`config.mk`:
```
export PLATFORM = sky130hd
export DESIGN_NAME = pwm_audio_decoder
export DESIGN_NICKNAME = d
export VERILOG_FILES = /design/src/rtl/pwm_audio_decoder.sv
export SDC_FILE = /design/constraint.sdc
export NUM_CORES = 1
export LEC_CHECK = 0
export ABC_CLOCK_PERIOD_IN_PS = 6580
export CORE_MARGIN = 4
export CORE_UTILIZATION = 62
export DETAILED_ROUTE_END_ITERATION = 6
export GPL_TIMING_DRIVEN = 0
export PLACE_DENSITY_LB_ADDON = 0.08
export SKIP_CTS_REPAIR_TIMING = 1
export SLEW_MARGIN = 20
export SYNTH_ARGS = -nofsm -noshare
export SYNTH_HDL_FRONTEND = slang
export SYNTH_SLANG_ARGS = --single-unit
```
`constraint.sdc`:
```
create_clock -name clk -period 6.58 [get_ports clk]
set_clock_uncertainty 0.1 [all_clocks]
set_input_delay 1.316 -clock clk [delete_from_list [all_inputs] [get_ports clk]]
set_output_delay 1.316 -clock clk [all_outputs]
set_load 0.05 [all_outputs]
```
`src/rtl/pwm_audio_decoder.sv`:
```
// Receive side of the 1-bit PWM audio link: recovers one sample per frame, tracks note
// on/off from silent frames and measures the sawtooth period in frames.
module pwm_audio_decoder #(
    parameter int SAMPLE_BITS    = 7,
    parameter int GAP_FRAMES     = 16,
    parameter int WRAP_THRESHOLD = 64,
    parameter int PERIOD_BITS    = 12,
    parameter int LENGTH_BITS    = 16
) (
    input  logic                   clk,
    input  logic                   rst,
    input  logic                   pwm_in,
    output logic [SAMPLE_BITS-1:0] sample,
    output logic                   sample_valid,
    output logic                   silent,
    output logic                   note_active,
    output logic                   note_start,
    output logic                   note_end,
    output logic [LENGTH_BITS-1:0] note_length,
    output logic [PERIOD_BITS-1:0] period,
    output logic                   period_valid
);

    localparam int GAP_BITS = $clog2(GAP_FRAMES + 1);
    localparam logic [SAMPLE_BITS-1:0] POS_MAX = '1;
    localparam logic [SAMPLE_BITS:0]   WRAP_TH = (SAMPLE_BITS + 1)'(WRAP_THRESHOLD);
    localparam logic [GAP_BITS-1:0]    GAP_END = GAP_BITS'(GAP_FRAMES);

    typedef enum logic [1:0] {
        ST_SILENT  = 2'd0,
        ST_ACQUIRE = 2'd1,
        ST_TRACK   = 2'd2
    } state_t;

    logic [SAMPLE_BITS-1:0] r_frame_pos;
    logic [SAMPLE_BITS:0]   r_high_cnt;

    logic [SAMPLE_BITS-1:0] r_sample;
    logic                   r_sample_valid;
    logic                   r_silent;

    state_t                 r_state;
    logic [LENGTH_BITS-1:0] r_len;
    logic [GAP_BITS-1:0]    r_run;
    logic [SAMPLE_BITS-1:0] r_prev;
    logic [PERIOD_BITS-1:0] r_per_cnt;
    logic                   r_note_active;
    logic                   r_note_start;
    logic                   r_note_end;
    logic [LENGTH_BITS-1:0] r_note_length;
    logic [PERIOD_BITS-1:0] r_period;
    logic                   r_period_valid;

    logic                   w_frame_end;
    logic [SAMPLE_BITS:0]   w_final;
    logic                   w_silent;
    logic [SAMPLE_BITS-1:0] w_sample;
    logic [SAMPLE_BITS:0]   w_drop;
    logic                   w_wrap;
    logic [LENGTH_BITS-1:0] w_len_inc;
    logic [PERIOD_BITS-1:0] w_per_inc;
    logic [PERIOD_BITS-1:0] w_period_new;
    logic [GAP_BITS-1:0]    w_run_inc;
    logic                   w_gap_hit;

    // The last cycle's pwm_in is folded in combinationally so the frame decodes on its own end edge.
    assign w_frame_end  = (r_frame_pos == POS_MAX);
    assign w_final      = r_high_cnt + {{SAMPLE_BITS{1'b0}}, pwm_in};
    assign w_silent     = (w_final == '0);
    assign w_sample     = SAMPLE_BITS'(w_final - (SAMPLE_BITS + 1)'(1));

    assign w_drop       = {1'b0, r_prev} - {1'b0, w_sample};
    assign w_wrap       = (r_prev >= w_sample) && (w_drop >= WRAP_TH);

    assign w_len_inc    = (r_len == '1) ? r_len : r_len + LENGTH_BITS'(1);
    assign w_per_inc    = (r_per_cnt == '1) ? r_per_cnt : r_per_cnt + PERIOD_BITS'(1);
    assign w_period_new = w_per_inc;
    assign w_run_inc    = r_run + GAP_BITS'(1);
    assign w_gap_hit    = (w_run_inc == GAP_END);

    always_ff @(posedge clk) begin
        if (rst) begin
            r_frame_pos <= '0;
            r_high_cnt  <= '0;
        end else begin
            r_frame_pos <= r_frame_pos + SAMPLE_BITS'(1);
            r_high_cnt  <= w_frame_end ? '0 : w_final;
        end
    end

    always_ff @(posedge clk) begin
        if (rst) begin
            r_sample       <= '0;
            r_sample_valid <= 1'b0;
            r_silent       <= 1'b0;
        end else begin
            r_sample_valid <= w_frame_end;
            if (w_frame_end) begin
                r_silent <= w_silent;
                if (!w_silent) begin
                    r_sample <= w_sample;
                end
            end
        end
    end

    // Note tracker; steps on the same edge as the decoder so note_start lines up with sample_valid.
    always_ff @(posedge clk) begin
        if (rst) begin
            r_state        <= ST_SILENT;
            r_len          <= '0;
            r_run          <= '0;
            r_prev         <= '0;
            r_per_cnt      <= '0;
            r_note_active  <= 1'b0;
            r_note_start   <= 1'b0;
            r_note_end     <= 1'b0;
            r_note_length  <= '0;
            r_period       <= '0;
            r_period_valid <= 1'b0;
        end else begin
            r_note_start   <= 1'b0;
            r_note_end     <= 1'b0;
            r_period_valid <= 1'b0;
            if (w_frame_end) begin
                case (r_state)
                    ST_SILENT: begin
                        if (!w_silent) begin
                            r_state       <= ST_ACQUIRE;
                            r_note_start  <= 1'b1;
                            r_note_active <= 1'b1;
                            r_len         <= LENGTH_BITS'(1);
                            r_run         <= '0;
                            r_prev        <= w_sample;
                        end
                    end
                    ST_ACQUIRE, ST_TRACK: begin
                        if (w_silent) begin
                            // Generator phase is frozen while silent, so len/prev/per_cnt hold.
                            if (w_gap_hit) begin
                                r_state       <= ST_SILENT;
                                r_note_end    <= 1'b1;
                                r_note_length <= r_len;
                                r_note_active <= 1'b0;
                                r_run         <= '0;
                            end else begin
                                r_run <= w_run_inc;
                            end
                        end else begin
                            r_len  <= w_len_inc;
                            r_run  <= '0;
                            r_prev <= w_sample;
                            if (r_state == ST_TRACK) begin
                                if (w_wrap) begin
                                    r_period       <= w_period_new;
                                    r_period_valid <= 1'b1;
                                    r_per_cnt      <= '0;
                                end else begin
                                    r_per_cnt <= w_per_inc;
                                end
                            end else if (w_wrap) begin
                                r_state   <= ST_TRACK;
                                r_per_cnt <= '0;
                            end
                        end
                    end
                    default: begin
                        r_state <= ST_SILENT;
                    end
                endcase
            end
        end
    end

    assign sample       = r_sample;
    assign sample_valid = r_sample_valid;
    assign silent       = r_silent;
    assign note_active  = r_note_active;
    assign note_start   = r_note_start;
    assign note_end     = r_note_end;
    assign note_length  = r_note_length;
    assign period       = r_period;
    assign period_valid = r_period_valid;

endmodule

```
=== After elaboration in Yosys (flattened, before gate mapping) ===
Index checks and enable logic that the tools add are counted.

* Flip-flop bits (word level): 98

* Magnitude comparators: 2
* Eq/ne operators: 14
* Bitwise gates (word level): 5
* Muxes and demuxes: 25
* Reductions and logical operators: 20
* $add $sub $neg: 7

{| class="wikitable"
|+ Operator list
! cell !! number
|-
| 2-to-1 mux 12 bit || 4
|-
| 2-to-1 mux 16 bit || 3
|-
| one-hot mux 16 bit (2 select lines) || 1
|-
| AND reduction 5 bit || 4
|-
| adder 16 x 1 -> 16 bit (second input constant) || 1
|-
| == test 16 bit (second input constant) || 1
|-
| 2-to-1 mux 5 bit || 3
|-
| adder 12 x 1 -> 12 bit (second input constant) || 1
|-
| == test 12 bit (second input constant) || 1
|-
| 2-to-1 mux 2 bit || 5
|-
| inequality test 2 bit (second input constant) || 5
|-
| one-hot mux 5 bit (2 select lines) || 1
|-
| inequality test 3 bit (second input constant) || 3
|-
| adder 8 x 1 -> 8 bit || 1
|-
| greater-or-equal comparator 8 x 7 -> 1 bit (second input constant) || 1
|-
| zero test 8 bit || 1
|-
| AND reduction 4 bit || 2
|-
| subtractor 7 x 7 -> 8 bit || 1
|-
| adder 7 x 1 -> 7 bit (second input constant) || 1
|-
| == test 7 bit (second input constant) || 1
|-
| greater-or-equal comparator 7 bit || 1
|-
| subtractor 7 x 1 -> 7 bit (second input constant) || 1
|-
| 2-to-1 mux 1 bit || 6
|-
| AND reduction 3 bit || 2
|-
| other kinds (15) || 22
|}

=== Depth between registers and ports, before layout ===
Gate-level depths: netlist of run 1.

* Depth in word-level cells: 9
* Depth in mapped cells: 20
* Gate-level depth less buffers: 18

=== Worst setup path before layout of run 1 ===
Ideal clock, no wire load.

* Kind: input-to-reg
* From: in pwm_in
* To: reg r_per_cnt[7]
* Arrival time: 4502 ps
* Stages on the path: 18
* Setup slack: 1903 ps
* Library setup time: 75 ps
* Path through: ha_1 buf_4 and3b_1 o21ai_0 o21ai_0 xnor2_1 inv_1 ha_1 a21o_1 a21oi_1 a211oi_1 mux2i_1 mux2i_1 and3_1 buf_6 nand2_2 or4_1 a31oi_1

* Longest elaborated chain between the ends: 7
* Elaborated cells on any way between the ends: 12
* Classes of those cells: add/sub (3); order compare (2); mux (2); bitwise (1); reduce/logical (4)

{| class="wikitable"
|+ Ends and longest elaborated chain
! what !! RTL line !! RTL
|-
| from (decl) || 12 || <nowiki>input logic pwm_in,</nowiki>
|-
| adder 8 x 1 -> 8 bit * || 68 || <nowiki>assign w_final = r_high_cnt + {{SAMPLE_BITS{1'b0}}, pwm_in};</nowiki>
|-
| subtractor 7 x 1 -> 7 bit || 70 || <nowiki>assign w_sample = SAMPLE_BITS'(w_final - (SAMPLE_BITS + 1)'(1));</nowiki>
|-
| subtractor 7 x 7 -> 8 bit || 72 || <nowiki>assign w_drop = {1'b0, r_prev} - {1'b0, w_sample};</nowiki>
|-
| greater-or-equal comparator 8 x 7 -> 1 bit || 73 || <nowiki>assign w_wrap = (r_prev >= w_sample) && (w_drop >= WRAP_TH);</nowiki>
|-
| logical AND 1 bit || 73 ||
|-
| nonzero test 2 bit (no line) / 2-to-1 mux 12 bit (equally long branches) || - ||
|-
| AND reduction 4 bit (no line) / 2-to-1 mux 12 bit (equally long branches) || - ||
|-
| to (signal assigned) || 159 || <nowiki>r_per_cnt <= w_per_inc;</nowiki>
|-
| to (decl) || 46 || <nowiki>logic [PERIOD_BITS-1:0] r_per_cnt;</nowiki>
|}

Mark *: on every way between the ends. The rest lies on a longest branch, timed or not.
A chain may end at the register's enable or synchronous reset.

=== Final worst setup path of run 1 ===
Ends and elaborated chain as after synthesis.

==> results of run 1 <==
==> logic make-up after synthesis <==
family	synth area share, %
AOI/OAI and AO/OA	14.8
xor gates and xnor gates	5.24
adders and majority gates	4.90
buffers and inverters	4.85
DFF	40.5
muxes	5.60
and+or+nand+nor	24.2
==> cells in the final DEF (no fill, tap or decap), types with 4 or more instances in the layout <==
cell type	n
sky130_fd_sc_hd__a211oi_1	9
sky130_fd_sc_hd__a211oi_2	5
sky130_fd_sc_hd__a21oi_1	30
sky130_fd_sc_hd__a31oi_1	6
sky130_fd_sc_hd__and3_1	10
sky130_fd_sc_hd__buf_1	4
sky130_fd_sc_hd__buf_4	4
sky130_fd_sc_hd__buf_6	4
sky130_fd_sc_hd__clkbuf_1	16
sky130_fd_sc_hd__clkbuf_8	9
sky130_fd_sc_hd__clkdlybuf4s50_1	42
sky130_fd_sc_hd__dfxtp_1	98
sky130_fd_sc_hd__ha_1	19
sky130_fd_sc_hd__inv_1	21
sky130_fd_sc_hd__mux2i_1	26
sky130_fd_sc_hd__nand2_1	51
sky130_fd_sc_hd__nand3_1	25
sky130_fd_sc_hd__nand4_1	14
sky130_fd_sc_hd__nor2_1	84
sky130_fd_sc_hd__nor2b_1	4
sky130_fd_sc_hd__nor3_1	8
sky130_fd_sc_hd__nor4_1	6
sky130_fd_sc_hd__o21ai_0	26
sky130_fd_sc_hd__o21ai_1	4
sky130_fd_sc_hd__or3_1	8
sky130_fd_sc_hd__xnor2_1	14
sky130_fd_sc_hd__xor2_1	15
==> per-layer routing <==
layer	vias up	track usage, %	wire [um]
met5	-	0	0
met4	0	11.0	276
met3	32	5.73	722
met2	139	43.0	5490
met1	2024	31.4	4850
li1	2093	-	-
==> final timing paths <==
| check | startpoint | end | slack [ns] | cells after the start |
|---|---|---|---|---|
| min reg2reg | period[10] | period[10] | 0.36 | 2 |
| max | pwm_in | r_per_cnt[7] | 1.17 | 19 |
| max reg2reg | r_high_cnt[0] | r_per_cnt[7] | 2.25 | 18 |
| min | period[10] | period[10] | 0.36 | 2 |
==> through the flow <==
step | utilization (%) | setup slack [ns]
finish | 75.8 | 1.17
global route | 75.8 | 0.926
CTS | 75.8 | 1.20
detailed placement | 72.8 | 0.852
global placement | 72.8 | 1.06
floorplan | - | 1.90
==> state kept, by name, summed over array words and instances (netlist names) <==
| signal | count |
|---|---|
| r_run | 5 |
| r_len | 16 |
| period_valid | 1 |
| silent | 1 |
| r_per_cnt | 12 |
| r_state | 2 |
| sample_valid | 1 |
| r_high_cnt | 8 |
| period | 12 |
| note_active | 1 |
| note_end | 1 |
| r_prev | 7 |
| note_length | 16 |
| note_start | 1 |
| sample | 7 |
| r_frame_pos | 7 |
==> where the power goes <==
part            total, W  leakage, nW  switching, W  internal, W
combinational  0.0000820         1.03     0.0000534    0.0000285
clock           0.000432        0.108      0.000213     0.000218
sequential      0.000597        0.790    0.00000182     0.000595
==> area by class of cell <==
cell class	count	area (um^2)
clock buffer	10	128
tap	99	124
multi-input combinational	417	2650
clock inverter	6	93.8
buffer	29	156
fill	537	1790
timing repair buffer	42	420
inverter	21	78.8
sequential	98	1960
==> tightest hold or removal path, cell delays in order, from the launching register on <==
cell and delay (ns):
sky130_fd_sc_hd__dfxtp_1 0.32, sky130_fd_sc_hd__nand2_1 0.05, sky130_fd_sc_hd__o21ai_0 0.06
==> results list, run 1 <==
- Result of the run: completed
- Maximum cell stage delay along the critical path: between 0.5 and 0.6 ns
* Final-report hold violation count: 0
- Max H-tree Level: 3
- The Yosys step of the flow raised 0 warnings.
- Wire length of the first global-routing pass: 18.8 mm
- Per-cell routed wire length: between 15 and 20 um
- Once the floorplan was initialized, standard cells occupied about 65% of the core.
- First-pass iteration count of the detailed router: 5
- In this run the biggest area consumer among cell types represents about two fifths of the synthesized area.
- The number of global-route vias before repair came to around 4,200.
- In this run the mean area of a mapped cell was between 8 and 9 um^2.
- Flip-flop cell with the highest count after synthesis: sky130_fd_sc_hd__dfxtp_1
- For this design the ratio of total power to cell area is 198 nW/um^2.
* Max Fanout on Critical Path: 8
- The count of cells in the finished layout, fillers not included, comes to 722.
* Leading cell type by number of instances after synthesis: sky130_fd_sc_hd__dfxtp_1
- Classification of the worst-slack hold path: flop to flop
- Worst Max-Slew Pin Slew: between 0.8 and 0.9 ns
* Number of vias in the routed layout: 4,288
* Crit path buf inv count: 4
* Library cell with the largest summed area after synthesis: sky130_fd_sc_hd__dfxtp_1
* Peak VDD IR: around 0.00014 V
- Class of the most critical setup path: input port to flop
- Vias per cell: around 5.9
- In this run, placement finished with an instance count of ~700.
* Worst-skew pair later-pin latency: approximately 0.36 ns
- Cell breakdown of the critical path: clkdlybuf4s50_1 > ha_1 > buf_4 > and3b_1 > o21ai_0 > o21ai_0 > xnor2_1 > inv_1 > ha_1 > a21o_1 > a21oi_1 > a211oi_1 > mux2i_1 > mux2i_1 > and3_1 > buf_6 > nand2_2 > or4_1 > a31oi_1
* Proportion of synthesized chip area in sequential cells: between 40% and 50%
- Summing every instance area after synthesis gives slightly below 5000 um^2.
- Counting flops with an async set or reset pin after synthesis yields a share of 0%.
* Count of antenna diodes in the layout: 0
* Total CTS buffers: 9
- The smallest clock period supported by the final layout is computed as ~5.4 ns.
- Type of element launching the critical path: input port
* Maximum Capacitance Violations: 0
* Cell area after placement: 5390 um^2
- CTS root buffer: sky130_fd_sc_hd__clkbuf_8
- For this block, the initial DRC count from the detailed router was ~250.
- Synth-to-Final Area Change: 15.8%
- The die is just under 100 um tall.
- Final period utilization: between 80% and 90%
* Cell types with the largest area share after synthesis: sky130_fd_sc_hd__dfxtp_1, sky130_fd_sc_hd__nor2_1, sky130_fd_sc_hd__mux2i_1, sky130_fd_sc_hd__ha_1, sky130_fd_sc_hd__nand2_1
- On the critical path, the stage with the largest delay is an instance of sky130_fd_sc_hd__or4_1.
- Die Span X: roughly 96 um
* Area of the core region: around 7400 um^2
- During I/O placement, the number of pins put on the boundary was 44.
* Largest net degree at the start of global routing: 18
* Overflow after GRT: 0
- Routed wire length: roughly 11 mm
- Worst EP required: ~6.8 ns
- Syn_nets: 587
* Quantity of I/O buffers inserted on ports: 42
- Buffers from clock root to sink, at most: 2
* Hold_ws: between 0.3 and 0.4 ns
- Critical path endpoint category: flop
* Share of final-layout standard cells stronger than drive strength 1: under 10%
* Final antenna-violating net count: 0
- Post-layout nets: 640
- The congestion estimate from routability-driven global placement came to a little under 0.9.
* Worst-path clk slew: 0.09 ns
* TritonCTS clock tree: yes
* Flip-flop and latch count after synthesis: 98
- By count the netlist is led by sky130_fd_sc_hd__dfxtp_1, sky130_fd_sc_hd__nor2_1, sky130_fd_sc_hd__nand2_1, sky130_fd_sc_hd__a21oi_1.
- In the routed design, unresolved DRC markers number 0.
- Max transition margin: around 46%
* Count of pins over their slew limit: 0
* Arrival time at the worst endpoint: between 5 and 6 ns
- Row Count: 31
- Tot GR Track Use: approximately a quarter
* Mapped Cells: approximately 570
* Sink Count: just under 100
* Total power consumption of the routed design: 0.00111 W
* Total die area: about 9300 um^2
* Number of enable-type register cells in the synthesized netlist: 0
- In this run, distinct cell masters in the synthesized netlist total 60.
- HPWL after detailed placement: between 8 and 9 mm
- Derived from the worst setup path, the maximum achievable clock frequency is approximately 0.18 GHz.
- In this design, the largest share of critical-path delay is due to compound AO/OA/AOI/OAI gates.
* Number of antenna violations at the first check in global routing: 0
- Final setup TNS: 0 ns
- Unrepaired setup endpoints after global routing: no
* Reported leakage power: ~1.9 nW
- Final Setup Violations: 0
- After routing the design area is 5620 um^2.
Power figures use the tool's default switching activity.
==> inputs of run 2 (changes only) <==
--- a/config.mk
+++ b/config.mk
@@ -5,9 +5,9 @@
 export SDC_FILE = /design/constraint.sdc
 export NUM_CORES = 1
 export LEC_CHECK = 0
-export ABC_CLOCK_PERIOD_IN_PS = 6580
+export ABC_CLOCK_PERIOD_IN_PS = 5100
 export CORE_MARGIN = 4
-export CORE_UTILIZATION = 62
+export CORE_UTILIZATION = 58
 export DETAILED_ROUTE_END_ITERATION = 6
 export GPL_TIMING_DRIVEN = 0
 export PLACE_DENSITY_LB_ADDON = 0.08
==> constraint.sdc (replaced) <==
create_clock -name clk -period 5.1 [get_ports clk]
set_clock_uncertainty 0.1 [all_clocks]
set_input_delay 1.02 -clock clk [delete_from_list [all_inputs] [get_ports clk]]
set_output_delay 1.02 -clock clk [all_outputs]
set_load 0.05 [all_outputs]
==> results list, run 2 (synthesis gave the netlist of run 1 again) <==
* Worst-skew pair later-pin latency: 0.36 ns (about the same)
- Crit path time final: 4.92 ns
* Final Setup Violations: 0 (unchanged)
- The met2 layer wire length in the routed design came to 5.42 mm (-1.2%).
- The total power after layout was 0.00143 W (+29%).
- Final period utilization: between 90% and 100%
- Maximum Capacitance Violations: 0 (unchanged)
* Reported leakage power: 1.94 nW (+0.46%)
- The total inserted antenna cells is 0 (unchanged).
- Leaving out fill and tap cells, the most frequent cell in the layout is sky130_fd_sc_hd__dfxtp_1.
* Max Fanout on Critical Path: 8 (unchanged)
- Worst Max-Slew Pin Slew: 0.895 ns (+0.0934 ns)
- Core occupancy in the finished layout: 69.1% (-6.7 points)
- Vias per cell: 5.89 (-0.80%)
- The number of H-tree levels was 3 (unchanged).
- The worst setup path is of the input port to flop kind.
- Worst EP required: 5.29 ns (-1.47 ns)
- Area of the core region: 8180 um^2 (+10%)
- The global-route wire length before repair was 18.3 mm (-2.5%).
- Hold_ws: 0.358 ns (-0.00210 ns)
- The met1 wire length was 4.94 mm (+1.8%).
* Wire length on met3: 458 um (-37%)
- Overall die height: 99.4 um (+3.1%)
* Buffers from clock root to sink, at most: 2 (unchanged)
- The number of routed nets with antenna violations is 0 (unchanged).
- Synth-to-Final Area Change: 16.5%
- Largest net degree at the start of global routing: 17 (-1)
* Gpl congestion: 0.857 (-3.8%)
- The number of placed cells counting well taps came to 712 (+0.85%).
- Result of the run: completed
* Arrival time at the worst endpoint: 5.11 ns (-0.48 ns)
* First-pass iteration count of the detailed router: 5 (unchanged)
* Effective utilization at floorplan: 59.3% (-6.1 points)
* Max Used Layer: met4
- Worst-path clk slew: 0.10 ns (about the same)
- CTS root buffer: sky130_fd_sc_hd__clkbuf_8
- Timing would allow up to 0.203 GHz.
- Quantity of I/O buffers inserted on ports: 42 (unchanged)
* Count of pins over their slew limit: 0 (unchanged)
* Critical path endpoint category: flop
- Commonest cells after routing, fill and taps aside: sky130_fd_sc_hd__dfxtp_1, sky130_fd_sc_hd__nor2_1, sky130_fd_sc_hd__nand2_1
- The total global routing overflow came to 0 (unchanged).
- Total die area: 9890 um^2 (+6.3%)
* Classification of the worst-slack hold path: flop to flop
* Internal reg-to-reg setup slack: 0.99 ns (-1.26 ns)
* Final-report hold violation count: 0 (unchanged)
* Share of final-layout standard cells stronger than drive strength 1: 7.70% (+0.80 points)
- Max transition margin: 40.1% (-6.2 points)
* TritonCTS clock tree: yes
- The DRC violation count after routing is 0 (unchanged).
- Number of global-route vias before repair: 3,972 (-4.4%)
* Tot GR Track Use: 22.6% (-3.0 points)
* Routed wire length: 11.1 mm (-2.4%)
* Sink Count: 98 (unchanged)
* Row Count: 33 (+6.5%)
- Number of antenna violations at the first check in global routing: 0 (unchanged)
- The peak ir drop on the vdd network is 0.000150 V (+7.6%).
* Final cell count without fillers: 728 (+0.83%)
- The final setup TNS came to 0 ns (unchanged).
* Number of DRC markers after the initial detailed-route iteration: 303 (+23%)
* Per-cell routed wire length: 15.2 um (-3.2%)
- The HPWL after detailed placement is 7.98 mm (-1.8%).
- Post-layout nets: 641 (+0.16%)
* Type of element launching the critical path: input port
- Die Span X: 99.4 um (+3.1%)
* Number of vias in the routed layout: 4,289 (+0.023%)
* Power per unit of standard cell area: 253 nW/um^2 (+28%)
- The number of top-level pins was 44 (unchanged).
- Total CTS buffers: 9 (unchanged)
run 2: cell count changes in the layout (fill, tap and decap cells not counted), sizes merged:
cell,delta
buf,+1
clkbuf,-1
clkinv,+1
inv,-1
run 2: metrics by stage:
step	area, um^2	worst slack (ns)
2_1_floorplan	4850	0.719
3_5_place_dp	5400	-0.246
4_1_cts	5620	0.156
3_3_place_gp	5400	-0.109
6_report	5650	0.183
5_1_grt	5650	-0.0109
run 2: final timing paths:
check / from / end / cells after the start
max: pwm_in / r_per_cnt[0] / 19
min: r_frame_pos[0] / r_frame_pos[0] / 1
max reg2reg: r_high_cnt[0] / r_per_cnt[0] / 18
min reg2reg: r_frame_pos[0] / r_frame_pos[0] / 1
run 2: final cells by class:
cell class,count,area (um^2)
inverter,21,78.8
sequential,98,1960
timing repair buffer,43,428
fill,682,2520
clock buffer,9,124
clock inverter,6,90.1
buffer,29,156
multi-input combinational,417,2680
tap,105,131
run 2: metal layers:
layer  GRT usage, %  up-vias
met2           38.8      120
met5              0        -
li1               -     2093
met3           3.30       20
met1           28.7     2056
met4           8.61        0
run 2: critical path, stage by stage:
cell                              delay [ns]
sky130_fd_sc_hd__clkdlybuf4s50_1        0.43
sky130_fd_sc_hd__ha_1                   0.20
sky130_fd_sc_hd__buf_4                  0.17
sky130_fd_sc_hd__and3b_1                0.18
sky130_fd_sc_hd__o21ai_0                0.17
sky130_fd_sc_hd__o21ai_0                0.13
sky130_fd_sc_hd__xnor2_1                0.29
sky130_fd_sc_hd__inv_1                  0.10
sky130_fd_sc_hd__ha_1                   0.33
sky130_fd_sc_hd__a21o_1                 0.23
sky130_fd_sc_hd__a21oi_4                0.23
sky130_fd_sc_hd__a2bb2oi_1              0.09
sky130_fd_sc_hd__mux2i_1                0.22
sky130_fd_sc_hd__mux2i_1                0.20
sky130_fd_sc_hd__and3_1                 0.18
sky130_fd_sc_hd__buf_6                  0.13
sky130_fd_sc_hd__nand2_2                0.10
sky130_fd_sc_hd__or4_1                  0.52
sky130_fd_sc_hd__a31oi_1                0.18
run 2: where the power goes:
part	leakage (nW)	switching, W	total [W]	internal (W)
logic	1.04	0.0000701	0.000111	0.0000409
clock network	0.106	0.000272	0.000548	0.000276
registers	0.790	0.00000223	0.000770	0.000768
